File: src/rtl/mc_ctrl_pkg.sv
// Shared encodings for the multicycle MIPS-subset controller: state codes,
// opcode/funct values, ALU operations, instruction classes and mux selects.
package mc_ctrl_pkg;

    typedef enum logic [3:0] {
        S_RESET    = 4'd0,
        S_FETCH    = 4'd1,
        S_DECODE   = 4'd2,
        S_EXEC     = 4'd3,
        S_WB       = 4'd4,
        S_BRANCH   = 4'd5,
        S_JAL_LINK = 4'd6,
        S_JUMP     = 4'd7,
        S_MEM_ADDR = 4'd8,
        S_MEM_RD   = 4'd9,
        S_MEM_WR   = 4'd10,
        S_MEM_WB   = 4'd11,
        S_TRAP     = 4'd12
    } state_t;

    typedef enum logic [3:0] {
        CLS_ILLEGAL = 4'd0,
        CLS_RTYPE   = 4'd1,
        CLS_ITYPE   = 4'd2,
        CLS_JR      = 4'd3,
        CLS_BRANCH  = 4'd4,
        CLS_JUMP    = 4'd5,
        CLS_JAL     = 4'd6,
        CLS_LOAD    = 4'd7,
        CLS_STORE   = 4'd8
    } cls_t;

    localparam logic [5:0] OP_RTYPE = 6'h00;
    localparam logic [5:0] OP_J     = 6'h02;
    localparam logic [5:0] OP_JAL   = 6'h03;
    localparam logic [5:0] OP_BEQ   = 6'h04;
    localparam logic [5:0] OP_BNE   = 6'h05;
    localparam logic [5:0] OP_ADDI  = 6'h08;
    localparam logic [5:0] OP_ADDIU = 6'h09;
    localparam logic [5:0] OP_SLTI  = 6'h0a;
    localparam logic [5:0] OP_ANDI  = 6'h0c;
    localparam logic [5:0] OP_ORI   = 6'h0d;
    localparam logic [5:0] OP_LUI   = 6'h0f;
    localparam logic [5:0] OP_MUL   = 6'h1c;
    localparam logic [5:0] OP_LW    = 6'h23;
    localparam logic [5:0] OP_SW    = 6'h2b;

    localparam logic [5:0] FN_JR  = 6'h08;
    localparam logic [5:0] FN_ADD = 6'h20;
    localparam logic [5:0] FN_SUB = 6'h22;
    localparam logic [5:0] FN_AND = 6'h24;
    localparam logic [5:0] FN_OR  = 6'h25;
    localparam logic [5:0] FN_SLT = 6'h2a;

    localparam logic [2:0] ALU_ADD  = 3'b001;
    localparam logic [2:0] ALU_AND  = 3'b010;
    localparam logic [2:0] ALU_OR   = 3'b011;
    localparam logic [2:0] ALU_SUB  = 3'b100;
    localparam logic [2:0] ALU_SLT  = 3'b101;
    localparam logic [2:0] ALU_MUL  = 3'b110;
    localparam logic [2:0] ALU_PASS = 3'b111;

    localparam logic [1:0] ALUB_RT     = 2'b00;
    localparam logic [1:0] ALUB_FOUR   = 2'b01;
    localparam logic [1:0] ALUB_IMM    = 2'b10;
    localparam logic [1:0] ALUB_IMM_S2 = 2'b11;

    localparam logic [1:0] EXT_SIGN  = 2'b00;
    localparam logic [1:0] EXT_ZERO  = 2'b01;
    localparam logic [1:0] EXT_LUI   = 2'b10;
    localparam logic [1:0] EXT_SIGNU = 2'b11;

    localparam logic [1:0] RDST_RT = 2'b00;
    localparam logic [1:0] RDST_RD = 2'b01;
    localparam logic [1:0] RDST_RA = 2'b10;

endpackage

File: src/rtl/mc_op_decode.sv
// Combinational instruction classifier: latched op/funct to class, ALU
// operation and the datapath mux settings used during EXEC/WB.
module mc_op_decode
    import mc_ctrl_pkg::*;
(
    input  logic [5:0] op,
    input  logic [5:0] funct,
    output cls_t       cls,
    output logic [2:0] alu_op,
    output logic [1:0] ext_mode,
    output logic [1:0] reg_dst,
    output logic [1:0] alu_b,
    output logic       legal
);

    always_comb begin
        cls      = CLS_ILLEGAL;
        alu_op   = ALU_ADD;
        ext_mode = EXT_SIGN;
        reg_dst  = RDST_RT;
        alu_b    = ALUB_IMM;
        case (op)
            OP_RTYPE: begin
                cls     = CLS_RTYPE;
                alu_b   = ALUB_RT;
                reg_dst = RDST_RD;
                case (funct)
                    FN_ADD:  alu_op = ALU_ADD;
                    FN_SUB:  alu_op = ALU_SUB;
                    FN_AND:  alu_op = ALU_AND;
                    FN_OR:   alu_op = ALU_OR;
                    FN_SLT:  alu_op = ALU_SLT;
                    FN_JR: begin
                        cls    = CLS_JR;
                        alu_op = ALU_PASS;
                    end
                    default: cls = CLS_ILLEGAL;
                endcase
            end
            // mul shares the register-register format, funct is not examined
            OP_MUL: begin
                cls     = CLS_RTYPE;
                alu_b   = ALUB_RT;
                reg_dst = RDST_RD;
                alu_op  = ALU_MUL;
            end
            OP_ADDI:  cls = CLS_ITYPE;
            OP_ADDIU: begin
                cls      = CLS_ITYPE;
                ext_mode = EXT_SIGNU;
            end
            OP_SLTI: begin
                cls    = CLS_ITYPE;
                alu_op = ALU_SLT;
            end
            OP_ANDI: begin
                cls      = CLS_ITYPE;
                alu_op   = ALU_AND;
                ext_mode = EXT_ZERO;
            end
            OP_ORI: begin
                cls      = CLS_ITYPE;
                alu_op   = ALU_OR;
                ext_mode = EXT_ZERO;
            end
            // lui relies on rs = $0 so rs + (imm<<16) is the result
            OP_LUI: begin
                cls      = CLS_ITYPE;
                ext_mode = EXT_LUI;
            end
            OP_BEQ, OP_BNE: begin
                cls    = CLS_BRANCH;
                alu_op = ALU_SUB;
                alu_b  = ALUB_RT;
            end
            OP_J:    cls = CLS_JUMP;
            OP_JAL:  cls = CLS_JAL;
            OP_LW:   cls = CLS_LOAD;
            OP_SW:   cls = CLS_STORE;
            default: cls = CLS_ILLEGAL;
        endcase
        legal = (cls != CLS_ILLEGAL);
    end

endmodule

File: src/rtl/mc_control_fsm.sv
// Multicycle MIPS-subset control unit: Moore FSM sequencing fetch through
// writeback, with memory wait states, illegal-opcode trap and retire counter.
module mc_control_fsm
    import mc_ctrl_pkg::*;
#(
    parameter int ALU_CTRL_W  = 3,
    parameter int MEM_WAIT_EN = 1,
    parameter int TRAP_EN     = 1,
    parameter int RETIRE_W    = 32
) (
    input  logic                  clk,
    input  logic                  rst,
    input  logic [5:0]            op,
    input  logic [5:0]            funct,
    input  logic                  mem_ready,
    input  logic                  trap_clear,
    output logic                  pc_w,
    output logic                  ir_w,
    output logic                  reg_w,
    output logic                  mem_w,
    output logic                  mem_req,
    output logic                  ins_dat,
    output logic                  pc_src,
    output logic                  pc_jump,
    output logic                  branch,
    output logic                  branch_ne,
    output logic                  alu_a,
    output logic [1:0]            alu_b,
    output logic [1:0]            ext_mode,
    output logic [1:0]            reg_dst,
    output logic                  mem_reg,
    output logic [ALU_CTRL_W-1:0] alu_ctrl,
    output logic                  trap,
    output logic                  instr_done,
    output logic [3:0]            state,
    output logic [RETIRE_W-1:0]   retire_count
);

    state_t              state_q, state_d;
    logic [5:0]          op_q, funct_q;
    logic [RETIRE_W-1:0] retire_q;
    logic [2:0]          alu_op;
    logic                mem_rdy;

    cls_t       dec_cls;
    logic [2:0] dec_alu;
    logic [1:0] dec_ext, dec_rdst, dec_alub;
    logic       dec_legal;

    assign mem_rdy      = (MEM_WAIT_EN != 0) ? mem_ready : 1'b1;
    assign retire_count = retire_q;

    mc_op_decode u_dec (
        .op       (op_q),
        .funct    (funct_q),
        .cls      (dec_cls),
        .alu_op   (dec_alu),
        .ext_mode (dec_ext),
        .reg_dst  (dec_rdst),
        .alu_b    (dec_alub),
        .legal    (dec_legal)
    );

    always_ff @(posedge clk) begin
        if (rst) begin
            state_q  <= S_RESET;
            op_q     <= '0;
            funct_q  <= '0;
            retire_q <= '0;
        end else begin
            state_q <= state_d;
            // IR fields are captured only when the fetch actually completes
            if (state_q == S_FETCH && mem_rdy) begin
                op_q    <= op;
                funct_q <= funct;
            end
            if (instr_done)
                retire_q <= retire_q + RETIRE_W'(1);
        end
    end

    always_comb begin
        state_d    = state_q;
        pc_w       = 1'b0;
        ir_w       = 1'b0;
        reg_w      = 1'b0;
        mem_w      = 1'b0;
        mem_req    = 1'b0;
        ins_dat    = 1'b0;
        pc_src     = 1'b0;
        pc_jump    = 1'b0;
        branch     = 1'b0;
        branch_ne  = 1'b0;
        alu_a      = 1'b0;
        alu_b      = ALUB_RT;
        ext_mode   = EXT_SIGN;
        reg_dst    = RDST_RT;
        mem_reg    = 1'b0;
        alu_op     = 3'b000;
        trap       = 1'b0;
        instr_done = 1'b0;
        state      = state_q;

        case (state_q)
            S_RESET: state_d = S_FETCH;
            S_FETCH: begin
                mem_req = 1'b1;
                ir_w    = mem_rdy;
                pc_w    = mem_rdy;
                alu_b   = ALUB_FOUR;
                alu_op  = ALU_ADD;
                pc_jump = 1'b1;
                if (mem_rdy)
                    state_d = S_DECODE;
            end
            S_DECODE: begin
                // branch target is precomputed here while the class resolves
                alu_b  = ALUB_IMM_S2;
                alu_op = ALU_ADD;
                if (!dec_legal) begin
                    if (TRAP_EN != 0) begin
                        state_d = S_TRAP;
                    end else begin
                        state_d    = S_FETCH;
                        instr_done = 1'b1;
                    end
                end else begin
                    case (dec_cls)
                        CLS_BRANCH:          state_d = S_BRANCH;
                        CLS_JUMP:            state_d = S_JUMP;
                        CLS_JAL:             state_d = S_JAL_LINK;
                        CLS_LOAD, CLS_STORE: state_d = S_MEM_ADDR;
                        default:             state_d = S_EXEC;
                    endcase
                end
            end
            S_EXEC, S_WB: begin
                alu_a    = 1'b1;
                alu_b    = dec_alub;
                ext_mode = dec_ext;
                reg_dst  = dec_rdst;
                alu_op   = dec_alu;
                if (state_q == S_WB) begin
                    reg_w      = 1'b1;
                    instr_done = 1'b1;
                    state_d    = S_FETCH;
                end else if (dec_cls == CLS_JR) begin
                    pc_w       = 1'b1;
                    pc_src     = 1'b1;
                    pc_jump    = 1'b1;
                    instr_done = 1'b1;
                    state_d    = S_FETCH;
                end else begin
                    state_d = S_WB;
                end
            end
            S_BRANCH: begin
                alu_a      = 1'b1;
                alu_b      = ALUB_RT;
                alu_op     = ALU_SUB;
                branch     = 1'b1;
                branch_ne  = (op_q == OP_BNE);
                pc_src     = 1'b1;
                pc_jump    = 1'b1;
                instr_done = 1'b1;
                state_d    = S_FETCH;
            end
            S_JAL_LINK: begin
                // PC already holds the return address after the fetch increment
                reg_w   = 1'b1;
                reg_dst = RDST_RA;
                alu_op  = ALU_PASS;
                state_d = S_JUMP;
            end
            S_JUMP: begin
                pc_w       = 1'b1;
                instr_done = 1'b1;
                state_d    = S_FETCH;
            end
            S_MEM_ADDR: begin
                alu_a   = 1'b1;
                alu_b   = ALUB_IMM;
                alu_op  = ALU_ADD;
                state_d = (dec_cls == CLS_STORE) ? S_MEM_WR : S_MEM_RD;
            end
            S_MEM_RD: begin
                ins_dat = 1'b1;
                mem_req = 1'b1;
                if (mem_rdy)
                    state_d = S_MEM_WB;
            end
            S_MEM_WR: begin
                ins_dat = 1'b1;
                mem_req = 1'b1;
                mem_w   = 1'b1;
                if (mem_rdy) begin
                    instr_done = 1'b1;
                    state_d    = S_FETCH;
                end
            end
            S_MEM_WB: begin
                reg_w      = 1'b1;
                mem_reg    = 1'b1;
                reg_dst    = RDST_RT;
                instr_done = 1'b1;
                state_d    = S_FETCH;
            end
            S_TRAP: begin
                trap = 1'b1;
                if (trap_clear)
                    state_d = S_FETCH;
            end
            default: state_d = S_FETCH;
        endcase

        // reset forces a quiet control bus even before the register clears
        if (rst) begin
            pc_w       = 1'b0;
            ir_w       = 1'b0;
            reg_w      = 1'b0;
            mem_w      = 1'b0;
            mem_req    = 1'b0;
            ins_dat    = 1'b0;
            pc_src     = 1'b0;
            pc_jump    = 1'b0;
            branch     = 1'b0;
            branch_ne  = 1'b0;
            alu_a      = 1'b0;
            alu_b      = 2'b00;
            ext_mode   = 2'b00;
            reg_dst    = 2'b00;
            mem_reg    = 1'b0;
            alu_op     = 3'b000;
            trap       = 1'b0;
            instr_done = 1'b0;
            state      = 4'd0;
        end
        alu_ctrl = ALU_CTRL_W'(alu_op);
    end

endmodule

File: config.mk
export PLATFORM = sky130hd
export DESIGN_NAME = mc_control_fsm
export DESIGN_NICKNAME = d
export VERILOG_FILES = /design/src/rtl/mc_ctrl_pkg.sv /design/src/rtl/mc_op_decode.sv /design/src/rtl/mc_control_fsm.sv
export SDC_FILE = /design/constraint.sdc
export NUM_CORES = 1
export LEC_CHECK = 0
export BUFFER_PORTS_ARGS = -buffer_cell sky130_fd_sc_hd__buf_4
export CORE_AREA = 2 2 81 83
export DETAILED_ROUTE_END_ITERATION = 16
export DIE_AREA = 0 0 83 85
export GPL_ROUTABILITY_DRIVEN = 0
export PLACE_DENSITY = 0.85
export SLEW_MARGIN = 10
export SYNTH_ARGS = -nofsm -noshare
export SYNTH_HDL_FRONTEND = slang
export SYNTH_SLANG_ARGS = --single-unit
File: constraint.sdc
create_clock -name clk -period 5.43 [get_ports clk]
set_input_delay 0.2715 -clock clk [delete_from_list [all_inputs] [get_ports clk]]
set_output_delay 0.2715 -clock clk [all_outputs]
set_load 0.01 [all_outputs]
---- Word-level counts from Yosys, hierarchy flattened ----
Cells that the tools add are included.
Widths: inputs -> output; s select.
operators by class
  $add $sub $neg .......................... 1
  equal/unequal tests ..................... 41
  muxes and demuxes ....................... 59
  reduce and logical (&&, ||, !) cells .... 19
operators with widths
  cell                   number
  $pmux 4 s8             2
  $eq 6x4->1 const B     7
  $eq 6x6->1 const B     7
  $add 32x1->32 const B  1
  $eq 4x3->1 const B     8
  $mux 1                 29
  $eq 4x4->1 const B     6
  $mux 4                 6
  $pmux 3 s6             1
  $pmux 4 s4             1
  $reduce_or 2->1        8
  $pmux 3 s5             1
  $eq 4x2->1 const B     3
  $eq 6x2->1 const B     2
  $eq 6x3->1 const B     2
  $mux 2                 6
  $pmux 3 s4             1
  $mux 3                 3
  $reduce_or 3->1        3
  $ne 2x2->1 const B     4
  $pmux 2 s2             2
  $pmux 2 s4             1
  $reduce_or 4->1        2
  $eq 6x5->1 const B     1
  10 further kinds       13
storage, ports and cells
  register bits after elaboration ......... 48
  output and inout bits ................... 59
  logic and storage cells ................. 124

---- Longest topological paths before layout ----
Gate-level depths: netlist of the first run.
  depth in word-level cells ............... 9
  mapped depth ............................ 8
  gate-level depth less buffers ........... 5

---- Cells and area by module ----
Synthesis of the first run repeated with hierarchy kept, for this count alone.
unflattened totals
  cells, all modules ...................... 437
  area total of the unflattened synthesis .. 3265.6 um^2
by module, submodules not included
  module          instances  cells each  area an instance (um^2)
  mc_control_fsm  1          353         2778.9
  mc_op_decode    1          84          486.7

---- Worst setup path before layout of the first run ----
Ideal clock, no wire load.
  path type ............................... register to output
  start ................................... register state_q[2]
  end ..................................... output ext_mode[0]
  arrival time ............................ 1.785 ns
  required time ........................... 5.159 ns
  path slack .............................. 3.373 ns
  stages on the path, launching flop included .. 7
  buffers on the path ..................... 1
  path through ............................ dfxtp_1 > buf_2 > or3b_2 > o21ai_0 > nand2_1 > or3_1 > nor3_1
between the ends
  cells in the longest elaborated chain, start to end .. 4
  elaborated cells on any way between the ends .. 5
ends and longest elaborated chain
  item                                      line                   text
  start, declared                           mc_control_fsm.sv:39   state_t state_q, state_d;
  start signal, assigned                    mc_control_fsm.sv:71   state_q <= state_d;
  $eq 4x3->1 or $eq 4x2->1 (tied branches)  mc_control_fsm.sv:104  case (state_q)
  $reduce_or 2->1 *                         mc_control_fsm.sv:104
  $mux 2 *                                  mc_control_fsm.sv:104
  $mux 2 *                                  mc_control_fsm.sv:217  if (rst) begin
  end, declared                             mc_control_fsm.sv:29   output logic [1:0] ext_mode,
Every way passes the cells marked *; elsewhere a longest branch is shown, timed or not.

---- Worst setup path in the final report of the first run ----
  start ................................... register state_q[2]
  end ..................................... output alu_ctrl[1]
between the ends
  cells in the longest elaborated chain, start to end .. 4
  elaborated cells on any way between the ends .. 11
ends and longest elaborated chain
  item                                                                 line                   text
  $eq 4x1->1 (tied with other cells)                                   mc_control_fsm.sv:104
  $reduce_or 3->1 (no source line) or $reduce_or 2->1 (tied branches)  -
  $pmux 3 s4 *                                                         mc_control_fsm.sv:104
  $mux 3 *                                                             mc_control_fsm.sv:217
  end, declared                                                        mc_control_fsm.sv:32   output logic [ALU_CTRL_W-1:0] alu_ctrl,
Marks and branches as above.

==> load_flow_metrics.sql, run 1 <==
INSERT INTO impl_metrics (metric_group, metric, value, unit) VALUES
('worst_setup_path', 'regToRegSetupSlack', '2.72', 'ns'),
('floorplanning', 'floorplan.initialDensity', '52.8', '%'),
('worst_setup_path', 'r2r-start', 'state_q[2]$_SDFFE_PP0P_', ''),
('logic_synthesis', 'synthesis.yosys.warnings', '0', ''),
('timing', 'worst_slack', '2.39', 'ns'),
('cells_and_area', 'layout-drive-gt1-share', '21.3', '%'),
('timing', 'timing.fmax', '329', 'MHz'),
('global_route', 'grt.overflow.total', '0', ''),
('worst_setup_path', 'timing.critical_path.cells', 'or3b_2 > o21ai_0 > o311ai_0 > a211oi_1 > o221a_2 > buf_4', ''),
('logic_synthesis', 'synth_seq_area_share', '29.3', '%'),
('clock_network', 'postCtsSetupRepairBufs', '0', ''),
('drt', 'postRouteAntennaNets', '0', ''),
('drt', 'routed_wirelength', '9.01', 'mm'),
('cells_and_area', 'nNetsFinal', '499', ''),
('cells_and_area', 'multiInputGateArea', '2130', 'sq um'),
('clock_network', 'cts-root-buf', 'sky130_fd_sc_hd__clkbuf_8', ''),
('outcome', 'outcome', 'completed', ''),
('worst_setup_path', 'critical_path_start_end_classification', 'flop to output port', ''),
('pwr', 'p_per_area', '189', 'nW/um^2'),
('timing', 'timing_hold_violations_final', '0', ''),
('worst_setup_path', 'timing.critical_path.fanout_max', '28', ''),
('clock_network', 'htree_levels', '2', ''),
('timing', 'tightest_slew_margin_relative_to_the_limit', '26.9', '%'),
('pwr', 'ir_drop', '0.000119', 'V'),
('worst_setup_path', 'worst_r2r_path_depth', '5', ''),
('logic_synthesis', 'synth-seq-cells', '48', ''),
('timing', 'rsz0062_at_grt', 'false', ''),
('logic_synthesis', 'netlist.top_cell.by_area', 'sky130_fd_sc_hd__dfxtp_1', ''),
('worst_setup_path', 'largest_stage_delay_on_the_critical_path', '0.89', 'ns'),
('placed_design', 'place.detailed.hpwl', '6.40', 'mm'),
('flow_run', 'max_cap_viol_count', '0', ''),
('floorplanning', 'boundaryPins', '75', ''),
('floorplanning', 'chipHeight', '85', 'microns'),
('clock_network', 'cts-buffers-inserted', '5', ''),
('timing', 'whs', '0.186', 'ns'),
('timing', 'setup_violations', '0', ''),
('logic_synthesis', 'netlist_top_cells_count', 'sky130_fd_sc_hd__dfxtp_1 (48), sky130_fd_sc_hd__nor2_1 (47), sky130_fd_sc_hd__a21oi_1 (38)', ''),
('global_route', 'grt_max_degree', '69', ''),
('floorplanning', 'dieWidth', '83', 'microns'),
('placed_design', 'preCtsSetupSlack', '2.76', 'ns'),
('floorplanning', 'rows', '29', ''),
('worst_setup_path', 'critPathArrivalTime', '2.77', 'ns'),
('cells_and_area', 'postLayoutCellArea', '3900', 'sq um'),
('logic_synthesis', 'synth_edf_count', '0', ''),
('logic_synthesis', 'postSynthAreaPerCell', '7.57', 'sq um'),
('worst_hold_path', 'worst_hold_path_cell_count', '3', ''),
('drt', 'route.vias.total', '3515', ''),
('clock_network', 'clock_sinks', '48', ''),
('worst_setup_path', 'required', '5.16', 'ns'),
('worst_setup_path', 'slowest_stage', 'sky130_fd_sc_hd__dfxtp_1', ''),
('global_route', 'grt_antenna_before_repair', '0', ''),
('timing', 'final-max-slew-violation-count', '0', ''),
('pwr', 'total_power', '0.736', 'mW'),
('clock_network', 'clock_latency_on_the_worst_skew_pair', '0.31', 'ns'),
('logic_synthesis', 'synth-main-ff-cell', 'sky130_fd_sc_hd__dfxtp_1', ''),
('logic_synthesis', 'netlist_instances', '433', ''),
('logic_synthesis', 'postSynthNetCount', '450', ''),
('floorplanning', 'die_area', '7060', 'sq um'),
('logic_synthesis', 'synth_top_cell_area_share', '29.3', '%'),
('pwr', 'cellLeakagePower', '1.52', 'nW'),
('worst_setup_path', 'setup.worst_path.end_class', 'output port', ''),
('clock_network', 'path_clk_slew', '0.10', 'ns'),
('logic_synthesis', 'netlist_top_cells_area', 'sky130_fd_sc_hd__dfxtp_1 (29%), sky130_fd_sc_hd__a21oi_1 (5.8%), sky130_fd_sc_hd__nor2_1 (5.4%)', ''),
('cells_and_area', 'layout.filler_cells', '580', ''),
('drt', 'drtPass1Iterations', '5', ''),
('floorplanning', 'core_area', '6200', 'sq um'),
('clock_network', 'tritoncts', 'yes', ''),
('placed_design', 'placed_area', '3800', 'sq um'),
('timing', 'setup_total_negative_slack', '0', 'ns'),
('cells_and_area', 'signed_area_change_from_the_synthesized_netlist_to_the_final_layout', '19.0', '%'),
('logic_synthesis', 'syn_area', '3280', 'sq um');
-- sequential cells by signal, summed over array words and instances (netlist names) --
signal,flops
retire_count,32
op_q,6
state_q,4
funct_q,6
-- layer usage --
layer  wire (microns)  track usage [%]  up-vias
li1                 -                -     1710
met1             3560             28.8     1609
met2             4490             43.6      173
met3              676             3.89       23
met4              274             10.7        0
met5                0                0        -
-- worst max-delay path, delay by kind of cell (launching register included) --
family / cells / cell delay, ns
compound gates: 4 / 0.90
flops: 1 / 0.89
simple gates: 1 / 0.55
buf+inv: 1 / 0.13
-- stage by stage --
stage,util (%),cells
after floorplan,-,433
after global placement,61.3,552
after detailed placement,61.3,552
after CTS,62.8,560
after global routing,62.8,560
final,62.8,560
-- final cells by class --
class	count	area share, %
clock buffer	6	2.12
clock inverter	2	0.385
inverter	14	1.35
multi-input combinational	338	54.6
sequential	48	24.6
tap	77	2.47
timing repair buffer	75	14.4
-- cells in the final DEF, fill, tap and decap left out, drive strengths merged, types with 4 or more instances in the layout --
cell	n
o31ai	15
nand3	10
mux2i	16
and3	7
dfxtp	48
clkbuf	6
nor3b	4
nand2b	9
o32ai	4
o21ai	18
a21oi	39
mux2	5
nand4	9
and2	5
or3	11
nor4b	6
and4	5
or4	15
nor2	47
nor2b	14
nand2	32
nor3	10
inv	14
nor4	8
buf	75
-- how the worst max path moves through the flow --
| stage | from | end | slack [ns] | cells past startpoint |
|---|---|---|---|---|
| floorplan | state_q[2]$_SDFFE_PP0P_ | ext_mode[0] | 3.37 | 6 |
| global placement | state_q[2]$_SDFFE_PP0P_ | retire_count[19]$_SDFFE_PP0P_ | 2.80 | 5 |
| detailed placement | state_q[2]$_SDFFE_PP0P_ | retire_count[19]$_SDFFE_PP0P_ | 2.76 | 5 |
| CTS | state_q[2]$_SDFFE_PP0P_ | alu_ctrl[1] | 2.40 | 6 |
| global route | state_q[2]$_SDFFE_PP0P_ | alu_ctrl[1] | 2.20 | 6 |
| finish | state_q[2]$_SDFFE_PP0P_ | alu_ctrl[1] | 2.39 | 6 |
-- power by group --
| part | total [mW] | internal (mW) | switching [mW] |
|---|---|---|---|
| combinational | 0.123 | 0.0520 | 0.0706 |
| clock | 0.232 | 0.103 | 0.129 |
| sequential | 0.381 | 0.359 | 0.0219 |
-- cell families after synthesis --
| kind of cell | after synthesis | share of synthesized area [%] |
|---|---|---|
| and+or+nand+nor | 199 | 34.0 |
| AOI/OAI and AO/OA | 113 | 22.9 |
| muxes | 21 | 6.61 |
| adders and majority gates | 1 | 0.382 |
| buffers and inverters | 47 | 5.73 |
| xor gates and xnor gates | 4 | 1.07 |
| DFF | 48 | 29.3 |
Note: power is estimated with default switching activity, not from simulation.
==> run 2, diff against run 1 <==
Clock period 5.43 ns to 2.8 ns, I/O delays scaled along.
==> run 2 against run 1 <==
  * Via count increased by 2.3%
  * Power increased by 110%
  * Highest routed layer unchanged
  * Final cell count increased by 2.0%
  * Critical path type unchanged
  * Die area unchanged
  * First-iteration DRC count increased by 30%
  * Sequential cell count unchanged
==> load_flow_metrics.sql, run 2 (same netlist as run 1, synthesis figures left out) <==
INSERT INTO impl_metrics (metric_group, metric, value, unit) VALUES
('outcome', 'outcome', 'completed', ''),
('drt', 'route.met3.wl', '776', 'microns'),
('worst_setup_path', 'regToRegSetupSlack', '0.43', 'ns'),
('worst_setup_path', 'cp.buffers_inverters', '1', ''),
('global_route', 'grt_pass1_vias', '3153', ''),
('pwr', 'cellLeakagePower', '1.58', 'nW'),
('global_route', 'grt_pass1_wl', '14.6', 'mm'),
('worst_setup_path', 'required', '2.66', 'ns'),
('pwr', 'ir_drop', '0.000275', 'V'),
('floorplanning', 'die_area', '7060', 'sq um'),
('clock_network', 'path_clk_slew', '0.10', 'ns'),
('drt', 'postRouteAntennaNets', '0', ''),
('timing', 'tightest_slew_margin_relative_to_the_limit', '44.4', '%'),
('drt', 'wl_met1', '3.59', 'mm'),
('floorplanning', 'dieWidth', '83', 'microns'),
('worst_setup_path', 'r2r-start', 'state_q[1]$_SDFFE_PP0P_', ''),
('timing', 'whs', '0.0565', 'ns'),
('worst_setup_path', 'slowest_stage', 'sky130_fd_sc_hd__or3b_2', ''),
('timing', 'timing_hold_violations_final', '0', ''),
('clock_network', 'hold_buffers', '0', ''),
('clock_network', 'clock_latency_on_the_worst_skew_pair', '0.31', 'ns'),
('drt', 'detailroute.wirelength.met2', '4.51', 'mm'),
('clock_network', 'post_cts_resize_count', '0', ''),
('drt', 'drc', '0', ''),
('timing', 'setup_total_negative_slack', '0', 'ns'),
('pwr', 'p_per_area', '380', 'nW/um^2'),
('global_route', 'grt_antenna_before_repair', '0', ''),
('worst_hold_path', 'holdCritPathClass', 'input pin to flop', ''),
('drt', 'route.vias.total', '3597', ''),
('worst_setup_path', 'setup.worst_path.end_class', 'output port', ''),
('placed_design', 'place.detailed.hpwl', '6.49', 'mm'),
('drt', 'drtPass1Iterations', '6', ''),
('drt', 'drtIter0Drc', '319', ''),
('clock_network', 'tritoncts', 'yes', ''),
('floorplanning', 'core_area', '6200', 'sq um'),
('floorplanning', 'rows', '29', ''),
('drt', 'via_per_inst', '6.30', ''),
('global_route', 'grt_max_degree', '51', ''),
('placed_design', 'preCtsSetupSlack', '0.510', 'ns'),
('clock_network', 'clock_path_buffers', '2', ''),
('cells_and_area', 'postLayoutCellArea', '4000', 'sq um'),
('global_route', 'grt_util_all_layers', '24.6', '%'),
('worst_setup_path', 'timing.critical_path.cells', 'or3b_2 > o21ai_0 > o311ai_0 > o21bai_1 > a21boi_0 > buf_4', ''),
('drt', 'avgRoutedWirePerCell', '16.0', 'microns'),
('timing', 'period_needed', '2.52', 'ns'),
('cells_and_area', 'mostFrequentLayoutCells', 'sky130_fd_sc_hd__buf_4 (86), sky130_fd_sc_hd__dfxtp_1 (48), sky130_fd_sc_hd__nor2_1 (47), sky130_fd_sc_hd__a21oi_1 (38), sky130_fd_sc_hd__nand2_1 (31)', ''),
('worst_hold_path', 'hold_path_sink', 'op_q[3]$_SDFFE_PP0P_', ''),
('cells_and_area', 'n_antenna_cell', '0', ''),
('floorplanning', 'floorplan.initialDensity', '52.8', '%'),
('clock_network', 'htree_levels', '2', ''),
('worst_setup_path', 'critical_path.reg2reg.endpoint', 'retire_count[12]$_SDFFE_PP0P_', ''),
('floorplanning', 'chipHeight', '85', 'microns'),
('timing', 'timing.fmax', '397', 'MHz'),
('worst_setup_path', 'timing.critical_path.fanout_max', '11', ''),
('worst_setup_path', 'critPathArrivalTime', '2.38', 'ns'),
('timing', 'setup_violations', '0', ''),
('cells_and_area', 'largest_register_ffs', '32', ''),
('cells_and_area', 'nNetsFinal', '510', ''),
('timing', 'finalCritPeriodShare', '90.0', '%'),
('clock_network', 'clock_sinks', '48', ''),
('worst_setup_path', 'timing.critical_path.max_delay_family', 'compound AO/OA/AOI/OAI gates', ''),
('clock_network', 'postCtsSetupRepairBufs', '0', ''),
('floorplanning', 'boundaryPins', '75', ''),
('worst_hold_path', 'min_from', 'op[3]', ''),
('cells_and_area', 'fin_util', '64.4', '%'),
('flow_run', 'max_cap_viol_count', '0', ''),
('placed_design', 'placed_area', '3880', 'sq um'),
('worst_hold_path', 'worst_hold_path_cell_count', '3', ''),
('cells_and_area', 'layout.filler_cells', '557', ''),
('timing', 'tightestPinTransition', '0.832', 'ns'),
('cells_and_area', 'leading_cell_type_in_the_layout_fill_and_taps_excluded', 'sky130_fd_sc_hd__buf_4', ''),
('worst_setup_path', 'worst_r2r_path_depth', '6', ''),
('cells_and_area', 'signed_area_change_from_the_synthesized_netlist_to_the_final_layout', '22.0', '%'),
('clock_network', 'cts-buffers-inserted', '5', ''),
('clock_network', 'cts-root-buf', 'sky130_fd_sc_hd__clkbuf_8', ''),
('drt', 'highest-signal-layer', 'met4', ''),
('worst_setup_path', 'critical_path_start_end_classification', 'flop to output port', ''),
('timing', 'rsz0062_at_grt', 'false', ''),
('timing', 'final-max-slew-violation-count', '0', ''),
('cells_and_area', 'stdcell_count', '571', ''),
('timing', 'worst_slack', '0.281', 'ns'),
('placed_design', 'dpl.cell_count', '563', ''),
('worst_setup_path', 'largest_stage_delay_on_the_critical_path', '0.55', 'ns'),
('timing', 'finalClockSkew', '0.00852', 'ns'),
('cells_and_area', 'layout-drive-gt1-share', '23.1', '%'),
('worst_setup_path', 'start_kind', 'flop', ''),
('global_route', 'grt.overflow.total', '0', ''),
('drt', 'routed_wirelength', '9.12', 'mm'),
('placed_design', 'port_buffers', '74', ''),
('pwr', 'total_power', '1.52', 'mW');
## run 2: changes by cell type in the layout (fill, tap and decap cells not counted)
| cell | before | now |
|---|---|---|
| sky130_fd_sc_hd__bufinv_16 | 0 | 1 |
| sky130_fd_sc_hd__buf_4 | 75 | 86 |
| sky130_fd_sc_hd__inv_6 | 0 | 1 |
| sky130_fd_sc_hd__clkbuf_8 | 6 | 5 |
| sky130_fd_sc_hd__clkinvlp_4 | 2 | 1 |
## run 2: worst max path at each step
stage,to,start,cells after the start,slack (ns)
final,alu_ctrl[2],state_q[2]$_SDFFE_PP0P_,6,0.28
after global routing,alu_ctrl[1],op_q[2]$_SDFFE_PP0P_,6,0.07
after CTS,alu_ctrl[1],op_q[4]$_SDFFE_PP0P_,6,0.32
after detailed placement,retire_count[20]$_SDFFE_PP0P_,state_q[1]$_SDFFE_PP0P_,6,0.51
after global placement,retire_count[15]$_SDFFE_PP0P_,state_q[1]$_SDFFE_PP0P_,6,0.59
after floorplan,retire_count[15]$_SDFFE_PP0P_,retire_count[2]$_SDFFE_PP0P_,5,0.76
## run 2: routing by layer
layer	global-route usage [%]	vias to the layer above
met3	4.96	27
met1	29.7	1649
met2	44.0	198
li1	-	1723
met4	7.90	0
met5	0	-
## run 2: worst min-delay path, stage by stage
cell	delay, ns
sky130_fd_sc_hd__buf_4	0.07
sky130_fd_sc_hd__mux2i_1	0.05
sky130_fd_sc_hd__nor2_1	0.07
## run 2: cell type report
cell class              count  area [sq um]  area share (%)
flip-flops and latches     48           961            24.0
inverters                  14          52.6            1.31
repair buffers             86           646            16.1
multi-input cells         338          2130            53.2
well taps                  77          96.3            2.41
clock inverters             3          46.3            1.16
clock buffers               5          68.8            1.72
## run 2: power by group
group	leakage, nW	internal (mW)	total, mW	switching (mW)
Combinational	1.14	0.110	0.264	0.153
Sequential	0.388	0.696	0.724	0.0278
Clock	0.0548	0.270	0.531	0.261
Total	1.58	1.08	1.52	0.442
